<file path="src/rtl/wb_cmd_master.sv">
`default_nettype none
// ============================================================================
// Module   : wb_cmd_master
// Brief    : Turns single read/write commands from a valid/ready stream into
//            Wishbone classic cycles. Each cycle ends in ack, err or timeout
//            and produces one response. Also keeps transaction and error
//            counters and a sticky flag for slave responses seen outside a
//            cycle.
// Revision : 1.0 - initial release
// ============================================================================
module wb_cmd_master #(
  parameter int ADR_W   = 30,
  parameter int DAT_W   = 32,
  parameter int SEL_W   = 4,
  parameter int TIMEOUT = 1024,
  parameter int CNT_W   = 16
) (
  input  logic             clk,
  input  logic             reset,
  // command stream
  input  logic             cmd_valid,
  output logic             cmd_ready,
  input  logic             cmd_we,
  input  logic [ADR_W-1:0] cmd_adr,
  input  logic [DAT_W-1:0] cmd_dat,
  input  logic [SEL_W-1:0] cmd_sel,
  // response stream
  output logic             rsp_valid,
  input  logic             rsp_ready,
  output logic [DAT_W-1:0] rsp_dat,
  output logic [1:0]       rsp_status,
  // Wishbone master port
  output logic [ADR_W-1:0] wb_adr,
  output logic [DAT_W-1:0] wb_dat_w,
  input  logic [DAT_W-1:0] wb_dat_r,
  output logic [SEL_W-1:0] wb_sel,
  output logic             wb_cyc,
  output logic             wb_stb,
  output logic             wb_we,
  input  logic             wb_ack,
  input  logic             wb_err,
  output logic [2:0]       wb_cti,
  output logic [1:0]       wb_bte,
  // status
  output logic [CNT_W-1:0] txn_count,
  output logic [CNT_W-1:0] err_count,
  output logic             spurious
);

  typedef enum logic [1:0] {
    ST_IDLE = 2'd0,
    ST_BUS  = 2'd1,
    ST_RSP  = 2'd2
  } state_t;

  localparam logic [15:0] c_tmo_last = 16'(TIMEOUT - 1);
  localparam logic [1:0]  c_st_ack   = 2'b00;
  localparam logic [1:0]  c_st_err   = 2'b01;
  localparam logic [1:0]  c_st_tmo   = 2'b10;

  state_t           r_state;
  state_t           w_next_state;
  logic             w_accept;
  logic             w_done;
  logic             w_rsp_take;
  logic [1:0]       w_status;
  logic [DAT_W-1:0] w_rsp_dat;

  logic             r_cmd_ready;
  logic [ADR_W-1:0] r_wb_adr;
  logic [DAT_W-1:0] r_wb_dat_w;
  logic [SEL_W-1:0] r_wb_sel;
  logic             r_wb_cyc;
  logic             r_wb_we;
  logic             r_rsp_valid;
  logic [DAT_W-1:0] r_rsp_dat;
  logic [1:0]       r_rsp_status;
  logic [15:0]      r_tmo;
  logic [CNT_W-1:0] r_txn_count;
  logic [CNT_W-1:0] r_err_count;
  logic             r_spurious;

  assign cmd_ready  = r_cmd_ready;
  assign rsp_valid  = r_rsp_valid;
  assign rsp_dat    = r_rsp_dat;
  assign rsp_status = r_rsp_status;
  assign wb_adr     = r_wb_adr;
  assign wb_dat_w   = r_wb_dat_w;
  assign wb_sel     = r_wb_sel;
  assign wb_cyc     = r_wb_cyc;
  assign wb_stb     = r_wb_cyc;   // classic single cycles: strobe tracks cycle
  assign wb_we      = r_wb_we;
  assign wb_cti     = 3'b000;
  assign wb_bte     = 2'b00;
  assign txn_count  = r_txn_count;
  assign err_count  = r_err_count;
  assign spurious   = r_spurious;

  // State register
  always_ff @(posedge clk or posedge reset) begin
    if (reset) begin
      r_state <= ST_IDLE;
    end else begin
      r_state <= w_next_state;
    end
  end

  // Next-state decode and termination classification (err beats ack)
  always_comb begin
    w_next_state = r_state;
    w_accept     = 1'b0;
    w_done       = 1'b0;
    w_rsp_take   = 1'b0;
    w_status     = c_st_ack;
    w_rsp_dat    = '0;
    case (r_state)
      ST_IDLE: begin
        if (cmd_valid && r_cmd_ready) begin
          w_accept     = 1'b1;
          w_next_state = ST_BUS;
        end
      end
      ST_BUS: begin
        if (wb_err) begin
          w_done       = 1'b1;
          w_status     = c_st_err;
          w_next_state = ST_RSP;
        end else if (wb_ack) begin
          w_done       = 1'b1;
          w_status     = c_st_ack;
          w_rsp_dat    = r_wb_we ? '0 : wb_dat_r;
          w_next_state = ST_RSP;
        end else if (r_tmo == c_tmo_last) begin
          w_done       = 1'b1;
          w_status     = c_st_tmo;
          w_next_state = ST_RSP;
        end
      end
      ST_RSP: begin
        if (r_rsp_valid && rsp_ready) begin
          w_rsp_take   = 1'b1;
          w_next_state = ST_IDLE;
        end
      end
      default: w_next_state = ST_IDLE;
    endcase
  end

  // Bus, response, counter and spurious-flag registers
  always_ff @(posedge clk or posedge reset) begin
    if (reset) begin
      r_cmd_ready  <= 1'b0;
      r_wb_adr     <= '0;
      r_wb_dat_w   <= '0;
      r_wb_sel     <= '0;
      r_wb_cyc     <= 1'b0;
      r_wb_we      <= 1'b0;
      r_rsp_valid  <= 1'b0;
      r_rsp_dat    <= '0;
      r_rsp_status <= 2'b00;
      r_tmo        <= 16'd0;
      r_txn_count  <= '0;
      r_err_count  <= '0;
      r_spurious   <= 1'b0;
    end else begin
      // ready is a flop so it never depends combinationally on cmd_valid
      r_cmd_ready <= (w_next_state == ST_IDLE);

      if (w_accept) begin
        r_wb_adr   <= cmd_adr;
        r_wb_dat_w <= cmd_dat;
        r_wb_sel   <= cmd_sel;
        r_wb_we    <= cmd_we;
        r_wb_cyc   <= 1'b1;
        r_tmo      <= 16'd0;
      end

      if (r_state == ST_BUS) begin
        if (w_done) begin
          r_wb_cyc     <= 1'b0;
          r_wb_we      <= 1'b0;
          r_rsp_valid  <= 1'b1;
          r_rsp_dat    <= w_rsp_dat;
          r_rsp_status <= w_status;
          r_txn_count  <= r_txn_count + CNT_W'(1);
          if (w_status != c_st_ack) begin
            r_err_count <= r_err_count + CNT_W'(1);
          end
        end else begin
          r_tmo <= r_tmo + 16'd1;
        end
      end

      if (w_rsp_take) begin
        r_rsp_valid <= 1'b0;
      end

      // a slave answering while no cycle is open is latched until reset
      if ((wb_ack || wb_err) && !r_wb_cyc) begin
        r_spurious <= 1'b1;
      end
    end
  end

endmodule
`default_nettype wire

</file>
<file path="config.mk">
export PLATFORM = sky130hd
export DESIGN_NAME = wb_cmd_master
export DESIGN_NICKNAME = d
export VERILOG_FILES = /design/src/rtl/wb_cmd_master.sv
export SDC_FILE = /design/constraint.sdc
export NUM_CORES = 1
export LEC_CHECK = 0
export BUFFER_PORTS_ARGS = -buffer_cell sky130_fd_sc_hd__buf_2
export CELL_PAD_IN_SITES_DETAIL_PLACEMENT = 0
export CELL_PAD_IN_SITES_GLOBAL_PLACEMENT = 1
export CORE_MARGIN = 2
export CORE_UTILIZATION = 36
export CTS_BUF_LIST = sky130_fd_sc_hd__clkbuf_16
export DETAILED_ROUTE_END_ITERATION = 12
export GPL_ROUTABILITY_DRIVEN = 0
export PLACE_DENSITY = 0.87
export SETUP_SLACK_MARGIN = 0.15
export SYNTH_ARGS = -nofsm -noshare
export SYNTH_HDL_FRONTEND = slang
export SYNTH_SLANG_ARGS = --single-unit
</file>
<file path="constraint.sdc">
create_clock -name clk -period 5.75 [get_ports clk]
set_input_delay 0.575 -clock clk [delete_from_list [all_inputs] [get_ports clk]]
set_output_delay 0.575 -clock clk [all_outputs]
set_load 0.05 [all_outputs]
</file>
; ---- After elaboration in Yosys (flattened, before gate mapping)
; Cells that the tools add are included.
[totals]
regBits = 155
inputBits = 105
output_inout_bits = 143
wordCells = 66
[classes]
addsub = 3
n_eq_ne = 3
n_mux = 33
reduce_logical = 13
[op_table]
columns = op, n
row1 = 32-bit two-way mux, 3
row2 = 16-bit by 1-bit adder with 16-bit output (second input constant), 3
row3 = 16-bit two-way mux, 3
row4 = 2-bit two-way mux, 9
row5 = 1-bit two-way mux, 17
row6 = 16-bit by 10-bit == test with 1-bit output (second input constant), 1
row7 = 2-bit case mux with 3 select lines, 1
row8 = 2-bit nonzero test, 3
row9 = 2-bit zero test, 2
row10 = 2-bit AND reduction, 2
row11 = 1-bit logical AND, 3
row12 = 3-bit AND reduction, 1
row13 = 2-bit by 1-bit == test with 1-bit output (second input constant), 1
row14 = 2-bit == test (second input constant), 1
row15 = 1-bit zero test, 1
row16 = 1-bit logical OR, 1

; ---- Logic depth before layout (Yosys ltp)
[logic_depth]
ltp_word = 8
depth_mapped = 8
mapped_depth_nobuf = 6

; ---- Worst setup path before layout
; Ideal clock, no wire load.
[synth_timing]
path_type = reg-to-reg
from = reg r_tmo[12]
to = reg r_err_count[1], in the netlist err_count[1]
setup_time_ns = 0.125
t_arrival_ns = 2.168
required_time_ns = 5.625
path_slack_ns = 3.458
stages_incl_launch_ff = 6
path_buffers = 1
period_less_slack_ns = 2.292
path_cell_list = dfrtp_1 -> or4_1 -> buf_2 -> or4_4 -> o21ai_4 -> mux2_2
[synth_via]
elab_chain_len = 7
elab_cells_between_ends = 11
cone_classes = eq/ne (1) / mux (8) / reduce/logical (2)
[synth_lines]
columns = element, line
row1 = start: declaration, 78  ; logic [15:0] r_tmo;
row2 = start signal: assignment, 190  ; r_tmo <= r_tmo + 16'd1;
row3 = 16-bit by 10-bit == test with 1-bit output (*), 133  ; end else if (r_tmo == c_tmo_last) begin
row4 = 2-bit two-way mux, 133
row5 = 2-bit two-way mux, 128  ; end else if (wb_ack) begin
row6 = 2-bit two-way mux, 124  ; if (wb_err) begin
row7 = 2-bit two-way mux, 116  ; case (r_state)
row8 = 2-bit nonzero test, 186  ; if (w_status != c_st_ack) begin
row9 = 3-bit AND reduction (no line) (*), --
row10 = end signal: assignment, 187  ; r_err_count <= r_err_count + CNT_W'(1);
row11 = end: declaration, 80  ; logic [CNT_W-1:0] r_err_count;
; Mark *: on every way between the ends. The rest lies on a longest branch, timed or not.
; A chain may end at the register's enable or synchronous reset.

; ---- Worst setup path in the final report
[layout_timing]
from = reg r_tmo[10]
to = reg r_txn_count[6], in the netlist txn_count[6]
[layout_via]
elab_chain_len = 6
[layout_lines]
columns = element, line
row1 = 16-bit by 10-bit == test with 1-bit output, 133
row2 = 1-bit two-way mux, 133
row3 = 1-bit two-way mux, 128
row4 = 1-bit two-way mux, 124
row5 = 1-bit two-way mux, 116
row6 = 2-bit AND reduction (no line), --
row7 = end signal: assignment, 185  ; r_txn_count <= r_txn_count + CNT_W'(1);
row8 = end: declaration, 79  ; logic [CNT_W-1:0] r_txn_count;
; Every way passes these cells.

==> flow_summary_export.csv <==
group,metric,value,unit
finish,postLayoutCoreUtil,0.4904,
power,power_leakage,4.716,nW
logic_synthesis,synth_top_area_share,0.6030,
global_route,grt_max_degree,91,
route,via_per_inst,4.662,
die,pin_count,248,
logic_synthesis,synth_edf_count,0,
critical_path,cp_top_family,"simple AND/OR/NAND/NOR gates",
logic_synthesis,yosysMostFrequentCell,"nand2_1",
logic_synthesis,synth_seq_cells,155,
logic_synthesis,synth_mux_area_frac,0.006419,
timing,relSlewSlack,0.4328,
timing,setup_slack,3.223,ns
global_route,antenna_found_initial,1,
route,drt_pass1_iterations,4,
logic_synthesis,syn_area,6432,um^2
logic_synthesis,synth_common_cells,"nand2_1, dfrtp_1, nand3_1",
cts,path_clk_slew,0.06,ns
critical_path,end_kind,"flip-flop",
timing,finalSetupViolCount,0,
timing,finalCritPeriodShare,0.4395,
finish,stdcell_count,1151,
global_route,gr-total-overflow,0,
logic_synthesis,synth_fa_ha_area_frac,0.005835,
logic_synthesis,synth_top_family_by_area,"simple AND/OR/NAND/NOR gates",
power,seqPwrFrac,0.310,
place,hpwlAfterDp,11350,um
logic_synthesis,yosys_warnings,0,
logic_synthesis,ys_types,42,
status,status,"completed",
route,drt-total-wl,16500,um
logic_synthesis,synth_xor_area_frac,0.04902,
timing,hold_viol,0,
route,postRouteAntennaNets,0,
route,wl_met1,7593,um
cts,cts.path.max_buffers,2,
route,wl_per_cell,14.33,um
logic_synthesis,yosysSeqAreaShare,0.6030,
job,drv_cap,0,
cts,cts_tree,"done",
global_route,grt_pass1_vias,5016,
die,initial_core_util,0.3706,
global_route,grt_use_total,0.1775,
logic_synthesis,synth_compound_area_frac,0.02354,
timing,clock_skew,0.008998,ns
finish,syn_to_final_growth,32.33,%
power,switching_share,0.4839,
logic_synthesis,syn-instance-count,681,
cts,cts_resized,0,
finish,seq_area,3879,um^2
die,die_h,137.7,um
power,p_switching,2.646,mW
finish,multi_input_area,2369,um^2
logic_synthesis,async_flop_share,1.000,
min_path,hold_path_class,"primary input to async pin",
critical_path,path_max_fanout,38,
cts,cts-hold-fix-buffers,0,
power,comb_power_share,0.449,
finish,fillCellCount,1670,
power,p_per_area,642.4,nW/um^2
critical_path,start_kind,"flip-flop",
critical_path,crit_chain,"or4_1 -> o41ai_4 -> and2_1 -> buf_4 -> nand4_1 -> xnor2_1",
timing,worst_slew_pin_slew,0.8507,ns
logic_synthesis,ys_top_cells_by_area,"dfrtp_1, nand2_1, nand3_1",
die,fp.dieArea,18950,um^2
logic_synthesis,synthSimpleGateAreaFrac,0.2787,
route,wl_met3,733,um
timing,period_needed,2.527,ns
route,drt_iter0_drc,255,
power,intPower,2.822,mW
critical_path,path_class,"flip-flop to flip-flop",
critical_path,slowest_delay,0.68,ns
logic_synthesis,synth_area_leader_cell,"dfrtp_1",
die,die_x,137.7,um
finish,drive_gt1_frac,0.3132,
cts,htree_levels,4,
timing,hold_slack,0.3000,ns
timing,finalMaxSlewViolations,0,
finish,antenna_cells,0,
route,top_layer_used,"met5",
critical_path,cp_slowest_cell,"or4_1",
power,pwr-share-clk,0.242,
critical_path,cp.required,6.05,ns
route,wl_met2,7863,um
finish,nNetsFinal,1022,
cts,post-cts-setup-buffers,0,
place,dp.cells,1120,
timing,fmax,395.7,MHz
cts,clkLatencyLatePin,0.42,ns
route,drc_errors,0,
power,ir_drop,0.0004524,V
cts,cts_inserted_buffers,17,
critical_path,path_buf_inv,1,
logic_synthesis,avgSynthCellArea,9.446,um^2
critical_path,critPathArrivalTime,2.83,ns
logic_synthesis,ys.flop_type,"dfrtp_1",
cts,cts_root_buf,"clkbuf_16",
place,io_buffers,242,
timing,rsz0062_at_grt,"no",
global_route,grt_pass1_wl,26160,um
die,coreArea,17360,um^2
die,std_cell_rows,48,
timing,setup_tns,0,ns
cts,clkSinkCount,155,
place,dp_slack,3.214,ns
route,vias,5366,
[flip-flops by register name, summed over array words and instances, names as in the netlist]
signal / flops
rsp_dat: 32
wb_dat_w: 32
wb_adr: 30
err_count: 16
r_tmo: 16
txn_count: 16
wb_sel: 4
r_state: 2
rsp_status: 2
cmd_ready: 1
rsp_valid: 1
spurious: 1
wb_cyc: 1
wb_we: 1
[cells in the final DEF, fill, tap and decap left out, types with 3 or more instances in the layout]
cell / instances
nor4_1: 5
inv_1: 7
nor2_1: 20
nand3_1: 51
clkbuf_16: 17
dfrtp_1: 155
a21oi_1: 3
xnor2_1: 29
inv_6: 3
and3_1: 4
mux2i_1: 3
nand2_1: 297
conb_1: 5
and4_1: 5
and2_1: 4
ha_1: 3
buf_2: 242
o21ai_0: 5
o211ai_1: 3
bufinv_16: 7
nand4_1: 10
xor2_1: 7
o31ai_1: 3
nor3_1: 5
buf_4: 6
[layout make-up]
class                      instances  share of cell area
clock inverter                    14             0.03131
multi-input combinational        484              0.2783
inverter                           8            0.004116
sequential                       155              0.4557
clock buffer                      17             0.04998
tap                              225             0.03307
timing repair buffer             248              0.1476
[power groups by stage]
stage / registers, mW / logic, mW / clock network (mW)
floorplan: 2.99 / 0.578 / 0
detailed placement: 1.70 / 2.48 / 0
CTS: 1.69 / 2.48 / 1.35
global route: 1.75 / 2.62 / 1.40
global placement: 1.70 / 2.45 / 0
finish: 1.69 / 2.45 / 1.32
[routing by layer]
layer  track usage  vias to the layer above
li1              -                     2646
met1        0.2426                     2559
met2        0.2786                      137
met3       0.03900                       22
met4       0.06243                        2
met5             0                        -
[stage by stage]
stage               power, mW  area, um^2
finish                  5.468        8512
global route            5.759        8512
CTS                     5.523        8512
detailed placement      4.185        7820
global placement        4.155        7820
floorplan               3.566        6447
[kinds of logic (layout without fill, tap and decap cells)]
group | after synthesis | in the layout
flops | 155 | 155
simple gates | 417 | 417
compound gates | 19 | 19
other cells | 1 | 5
mux | 4 | 4
fa+ha+maj | 3 | 3
xor+xnor | 36 | 36
buf+inv | 46 | 287
[path summary, 6_finish.rpt]
kind	endpoint	slack, ns	start	cells past startpoint
max in group asynchronous	wb_adr[27]	4.08	reset	3
worst max-delay path	txn_count[6]	3.22	r_tmo[10]	6
worst max register to register	txn_count[6]	3.22	r_tmo[10]	6
worst min-delay path	rsp_dat[4]	0.30	reset	2
min in group clk	wb_adr[12]	0.34	cmd_adr[12]	3
worst min register to register	rsp_dat[11]	0.46	rsp_dat[11]	2
(Power assumes the default switching activity.)
